$ cat src/rtl/keypad_entry_ctrl.sv
// rtl/keypad_entry_ctrl.sv - hex keypad digit entry with backspace/clear, commit handshake and idle timeout
module keypad_entry_ctrl #(
    parameter int MAX_DIGITS     = 4,
    parameter int TIMEOUT_CYCLES = 500000000
) (
    input  logic        clk_in,
    input  logic        reset,
    input  logic [3:0]  key_hex,
    input  logic        key_pressed,
    output logic [15:0] entry_value,
    output logic [2:0]  entry_count,
    output logic        entry_active,
    output logic [15:0] out_value,
    output logic [2:0]  out_digits,
    output logic        out_valid,
    input  logic        out_ready,
    output logic        digit_overflow,
    output logic        entry_timeout
);

    typedef enum logic [1:0] {IDLE, ENTRY, HOLD} state_t;

    localparam logic [2:0]  MAX_CNT      = 3'(MAX_DIGITS);
    localparam logic [31:0] TIMEOUT_LAST = 32'(TIMEOUT_CYCLES - 1);

    localparam logic [3:0] KEY_ENTER = 4'hA;
    localparam logic [3:0] KEY_BACK  = 4'hB;
    localparam logic [3:0] KEY_CLEAR = 4'hC;

    state_t      state;
    logic        key_q;
    logic [31:0] idle_cnt;
    logic        key_event;
    logic        is_digit;

    assign key_event    = key_pressed & ~key_q;
    assign is_digit     = (key_hex <= 4'h9);
    assign entry_active = (state == ENTRY);

    // key_q resets high so a key held through reset release needs a fresh press
    always_ff @(posedge clk_in or negedge reset) begin
        if (!reset) begin
            state          <= IDLE;
            key_q          <= 1'b1;
            idle_cnt       <= 32'd0;
            entry_value    <= 16'd0;
            entry_count    <= 3'd0;
            out_value      <= 16'd0;
            out_digits     <= 3'd0;
            out_valid      <= 1'b0;
            digit_overflow <= 1'b0;
            entry_timeout  <= 1'b0;
        end else begin
            key_q          <= key_pressed;
            digit_overflow <= 1'b0;
            entry_timeout  <= 1'b0;
            case (state)
                IDLE, ENTRY: begin
                    if (key_event && is_digit) begin
                        idle_cnt <= 32'd0;
                        if (entry_count < MAX_CNT) begin
                            entry_value <= {entry_value[11:0], key_hex};
                            entry_count <= entry_count + 3'd1;
                            state       <= ENTRY;
                        end else begin
                            digit_overflow <= 1'b1;
                        end
                    end else if (key_event && key_hex == KEY_BACK) begin
                        idle_cnt <= 32'd0;
                        if (entry_count != 3'd0) begin
                            entry_value <= entry_value >> 4;
                            entry_count <= entry_count - 3'd1;
                            if (entry_count == 3'd1)
                                state <= IDLE;
                        end
                    end else if (key_event && key_hex == KEY_CLEAR) begin
                        idle_cnt    <= 32'd0;
                        entry_value <= 16'd0;
                        entry_count <= 3'd0;
                        state       <= IDLE;
                    end else if (key_event && key_hex == KEY_ENTER) begin
                        idle_cnt <= 32'd0;
                        if (entry_count != 3'd0) begin
                            out_value   <= entry_value;
                            out_digits  <= entry_count;
                            out_valid   <= 1'b1;
                            entry_value <= 16'd0;
                            entry_count <= 3'd0;
                            state       <= HOLD;
                        end
                    end else if (state == ENTRY) begin
                        // codes 0xD-0xF fall through here and do not restart the idle count
                        if (idle_cnt == TIMEOUT_LAST) begin
                            idle_cnt      <= 32'd0;
                            entry_value   <= 16'd0;
                            entry_count   <= 3'd0;
                            entry_timeout <= 1'b1;
                            state         <= IDLE;
                        end else begin
                            idle_cnt <= idle_cnt + 32'd1;
                        end
                    end
                end
                HOLD: begin
                    if (out_ready) begin
                        out_valid <= 1'b0;
                        state     <= IDLE;
                    end
                end
                default: state <= IDLE;
            endcase
        end
    end

endmodule

$ cat config.mk
export PLATFORM = sky130hd
export DESIGN_NAME = keypad_entry_ctrl
export DESIGN_NICKNAME = d
export VERILOG_FILES = /design/src/rtl/keypad_entry_ctrl.sv
export SDC_FILE = /design/constraint.sdc
export NUM_CORES = 1
export LEC_CHECK = 0
export ABC_AREA = 1
export CAP_MARGIN = 15
export CORE_MARGIN = 2
export CORE_UTILIZATION = 35
export CTS_CLUSTER_DIAMETER = 30
export CTS_CLUSTER_SIZE = 14
export DETAILED_ROUTE_END_ITERATION = 10
export PLACE_DENSITY_LB_ADDON = 0.25
export REMOVE_ABC_BUFFERS = 1
export SKIP_CTS_REPAIR_TIMING = 1
export SYNTH_ARGS = -nofsm -noshare
export SYNTH_HDL_FRONTEND = slang
export SYNTH_SLANG_ARGS = --single-unit
export TNS_END_PERCENT = 100
$ cat constraint.sdc
create_clock -name clk_in -period 2.25 [get_ports clk_in]
set_clock_uncertainty 0.2 [all_clocks]
set_input_delay 0.5625 -clock clk_in [delete_from_list [all_inputs] [get_ports clk_in]]
set_output_delay 0.5625 -clock clk_in [all_outputs]
set_load 0.01 [all_outputs]
; ---- Word level (Yosys, flattened, before mapping)
; Index checks and enable logic that the tools add are counted.
[op_classes]
magnitude_cmp = 2
n_addsub = 3
reduce_logical = 15
n_eq_ne = 22
mux = 53
bitwise = 5
[ops]
columns = cell, n
row1 = two-way mux 32 bit, 6
row2 = two-way mux 16 bit, 9
row3 = adder 32 x 1 -> 32 bit (second input constant), 1
row4 = == test 32 x 29 -> 1 bit (second input constant), 1
row5 = two-way mux 3 bit, 9
row6 = two-way mux 2 bit, 11
row7 = two-way mux 1 bit, 16
row8 = AND reduction 7 bit, 2
row9 = == test 4 bit (second input constant), 3
row10 = inequality test 2 bit (second input constant), 6
row11 = inequality test 4 bit (second input constant), 3
row12 = inequality test 6 bit (second input constant), 2
row13 = AND reduction 6 bit, 2
row14 = nonzero test 5 bit, 2
row15 = inequality test 5 bit (second input constant), 1
row16 = less-or-equal comparator 4 bit (second input constant), 1
row17 = logical AND 1 bit, 4
row18 = inverter 1 bit, 4
row19 = one-hot mux 2 bit (2 select lines), 1
row20 = adder 3 x 1 -> 3 bit (second input constant), 1
row21 = == test 3 x 1 -> 1 bit (second input constant), 1
row22 = less-than comparator 3 bit (second input constant), 1
row23 = inequality test 3 x 2 -> 1 bit (second input constant), 1
row24 = inequality test 3 bit (second input constant), 1
row25 = other kinds (11), 11
[totals]
ff_bits = 76
input_bits = 8
out_inout_bits = 42

; ---- Depth between registers and ports, before layout
[depth]
ltp_word = 8
mapped_depth = 13
mapped_depth_nobuf = 12

; ---- Worst setup path before layout
; OpenSTA, ideal clock, no wires.
[synth_timing]
kind = input -> register
startpoint = input port key_pressed
endpoint = register entry_value[11]
cell_stages = 10
setup_slack_ns = 0.280
arrival_ns = 1.653
path_cell_list = inv_1 -> nor2_4 -> nand3_2 -> nand3_1 -> o21ai_1 -> a21oi_2 -> nand2_4 -> buf_4 -> nand2_1 -> nand2_1
[synth_between]
elab_chain_cells = 6
word_cells_on_any_way = 15
[synth_lines]
columns = element, line
row1 = "start, declared", 9  ; input logic key_pressed,
row2 = AND 1 bit *, 36  ; assign key_event = key_pressed & ~key_q;
row3 = logical AND 1 bit, 81  ; end else if (key_event && key_hex == KEY_ENTER) begin
row4 = two-way mux 16 bit, 81
row5 = two-way mux 16 bit, 76  ; end else if (key_event && key_hex == KEY_CLEAR) begin
row6 = two-way mux 16 bit, 68  ; end else if (key_event && key_hex == KEY_BACK) begin
row7 = two-way mux 16 bit, 59  ; if (key_event && is_digit) begin
row8 = "end signal, assigned", 62  ; entry_value <= {entry_value[11:0], key_hex};
row9 = "end signal, assigned", 71  ; entry_value <= entry_value >> 4;
row10 = "end, declared", 10  ; output logic [15:0] entry_value,
; Mark *: on every way between the ends. The rest lies on a longest branch, timed or not.
; A chain may end at the register's enable or synchronous reset.

; ---- Worst setup path after layout
[layout_timing]
startpoint = register entry_count[0]
endpoint = output port entry_count[0]
[layout_rtl]
columns = element, line
row1 = "start, declared", 11  ; output logic [2:0] entry_count,
row2 = "start signal, assigned", 63  ; entry_count <= entry_count + 3'd1;
row3 = "start signal, assigned", 72  ; entry_count <= entry_count - 3'd1;
; No word-level cell between the ends.

==> flow_summary.ini <==
[floorplan]
dieArea_um2 = 13200
initial_core_util_pct = 35.9
die_x_um = 115
die_h_um = 115
rows = 40
ios = 50
fp.coreArea_um2 = 12000

[route]
vias_per_cell = 4.91
wl_um = 11700
first_pass_iters = 4
avgRoutedWirePerCell_um = 13.8
postRouteAntennaNets = 0
drt-initial-drc-count = 247
drc = 0
vias = 4179

[synth]
synth_top_cells_by_area = dfrtp_1, nand2_1, nor2_1
yosysTopAreaCellShare_pct = 43.6
synthFlopType = dfrtp_1
syn_inst = 618
yosysTopAreaCell = dfrtp_1
syn_area_um2 = 4310
postSynth.asyncResetShare_pct = 100
syn_avg_cell_area_um2 = 6.97
synth_edf_count = 0
ys_warn_count = 0
synth_seq_area_share_pct = 44.2
synth-seq-cells = 76
synthDistinctLibCells = 32

[setup_path]
worstPathMaxFanout = 5
crit_path_cell_trace = clkdlybuf4s50_1
crit_family = buffers and inverters
worst-path-stages = 1
cp-start-kind = register
rrSetupSlack_ps = 210
startpoint = entry_count[0]$_DFFE_PN0P_
r2r-start = idle_cnt[1]$_DFFE_PN0P_
worst-path-buf-inv = 1
slowest_stage = clkdlybuf4s50_1
cp.arrival_ps = 1350
worstSetupEndpoint = entry_count[0]
crit_path_end_kind = primary output
slowest_delay_ps = 590
reg2reg_depth = 12
worstSetupPathType = register to primary output
worstPathRequired_ps = 1490
r2r-end = entry_count[1]$_DFFE_PN0P_

[run_status]
outcome = completed

[power_and_ir_drop]
p_clk_share_pct = 41.3
peakVddDrop_mv = 0.428
p_seq_share_pct = 41.7
fin_total_pwr_uw = 3640
p_int_uw = 2610
p_per_area_nw_per_um2 = 648
leakage_uw = 0.00264
p_switching_uw = 1030
comb_power_share_pct = 16.9
netSwitchingFraction_pct = 28.2

[final_layout]
nFillCells = 1198
n_antenna_cell = 0
drive_gt1_share_pct = 11.1
layout_commonest_cell = nand2_1
final_cell_mix = nand2_1, nor2_1, inv_1
fin_nets = 712
syn_to_final_growth_pct = 30.4

[timing]
rsz0062_at_grt = no
slew_headroom_pct = 71.9
finalCritPeriodShare_pct = 94.1
final-setup-viol-count = 0
fin_setup_tns_ps = 0
hold_violations = 0
maxSlewViolCount = 0
worst_slew_pin_slew_ps = 421
period_minus_slack_ps = 2120
max_freq_mhz = 472

[worst_hold_path]
hold_class = input port to register
hold_path_depth = 1

[placement]
gp_congestion = 0.908
numPortBuffers = 49
dp_hpwl_um = 8420

[cts]
numCtsBuffers = 9
clockRootBuffer = clkbuf_16
clk_path_buf_depth = 2
clkSlewWorstSetupHoldPaths_ps = 60
ctsHtreeMaxLevel = 3
clk_latency_ps = 340
cts_tree = done
cts_sinks = 76

[global_routing]
grt_overflow = 0
grt_pass1_vias = 4155
grt_max_degree = 36
grt_first_pass_wirelength_um = 19500
antenna_found_initial = 0
grt_usage_pct = 18.6

[run]
maxCapViolCount = 0
## final cells by class
class	count	area, um2	area share (%)
Tap cell	147	184	3.28
Multi-Input combinational cell	446	2050	36.5
Clock inverter	6	71.3	1.27
Clock buffer	10	239	4.26
Sequential cell	76	1900	33.9
Timing Repair Buffer	88	875	15.6
Inverter	78	293	5.22
## layer usage
| layer | share of wire, % | vias to the layer above | global-route usage [%] |
|---|---|---|---|
| met5 | 0 | - | 0 |
| met4 | 1.4 | 0 | 4.98 |
| met3 | 6.6 | 17 | 6.91 |
| met2 | 47 | 119 | 30.1 |
| met1 | 45 | 1931 | 23.4 |
| li1 | - | 2112 | - |
## stage by stage
| step | utilization (%) | instances | instance area [um2] | worst slack, ps | hold slack (ps) |
|---|---|---|---|---|---|
| CTS | 45.7 | 847 | 5490 | -53.7 | -60.1 |
| floorplan | - | 600 | 4210 | -357 | 66.9 |
| finish | 46.7 | 851 | 5610 | 133 | 176 |
| global route | 46.7 | 851 | 5610 | 11.0 | 155 |
| detailed placement | 43.1 | 831 | 5180 | -423 | 272 |
| global placement | 43.1 | 831 | 5180 | -358 | 270 |
## how the worst min path moves through the flow
stage                                end  slack, ps                       from
2_1_floorplan   digit_overflow$_DFF_PN0_         70                      reset
3_3_place_gp    out_value[9]$_DFFE_PN0P_        270   out_value[9]$_DFFE_PN0P_
3_5_place_dp   out_digits[0]$_DFFE_PN0P_        270  out_digits[0]$_DFFE_PN0P_
4_1_cts         idle_cnt[20]$_DFFE_PN0P_        -60                      reset
5_1_grt                  key_q$_DFF_PN1_        160                key_pressed
6_report                 key_q$_DFF_PN1_        180                key_pressed
## cells in the mapped netlist (3+ instances only)
master    instances
nand3_1          43
inv_1            76
dfrtp_1          75
ha_1              5
nand3_2           4
nand2_1         190
o21ai_0          30
nor3_1            6
a21oi_1           6
nand4_1          17
nor2_1          105
buf_2             4
buf_4             3
o21ai_1           8
clkbuf_1          9
o22ai_1          13
## registers in the layout, indices dropped and copies added, names as in the netlist
register,flops
digit_overflow,1
entry_value,16
entry_timeout,1
out_valid,1
key_q,1
entry_count,3
out_value,16
state,2
out_digits,3
idle_cnt,32
## power by group through the flow
stage	Sequential, uW	Clock (uW)	Combinational (uW)
after floorplan	1550	0	266
after global placement	1540	0	561
after detailed placement	1540	0	570
after CTS	1520	1540	574
after global routing	1530	1610	685
final	1520	1500	616
## kinds of logic (layout without fill, tap and decap cells)
kind of cell,after synthesis,after routing,share of synthesized area [%]
adders and majority gates,5,5,1.45
and+or+nand+nor,377,377,36.9
AOI/OAI and AO/OA,61,61,7.73
DFF,76,76,44.2
buffers and inverters,96,182,9.09
xor gates and xnor gates,3,3,0.610
Note: power is estimated with default switching activity, not from simulation.
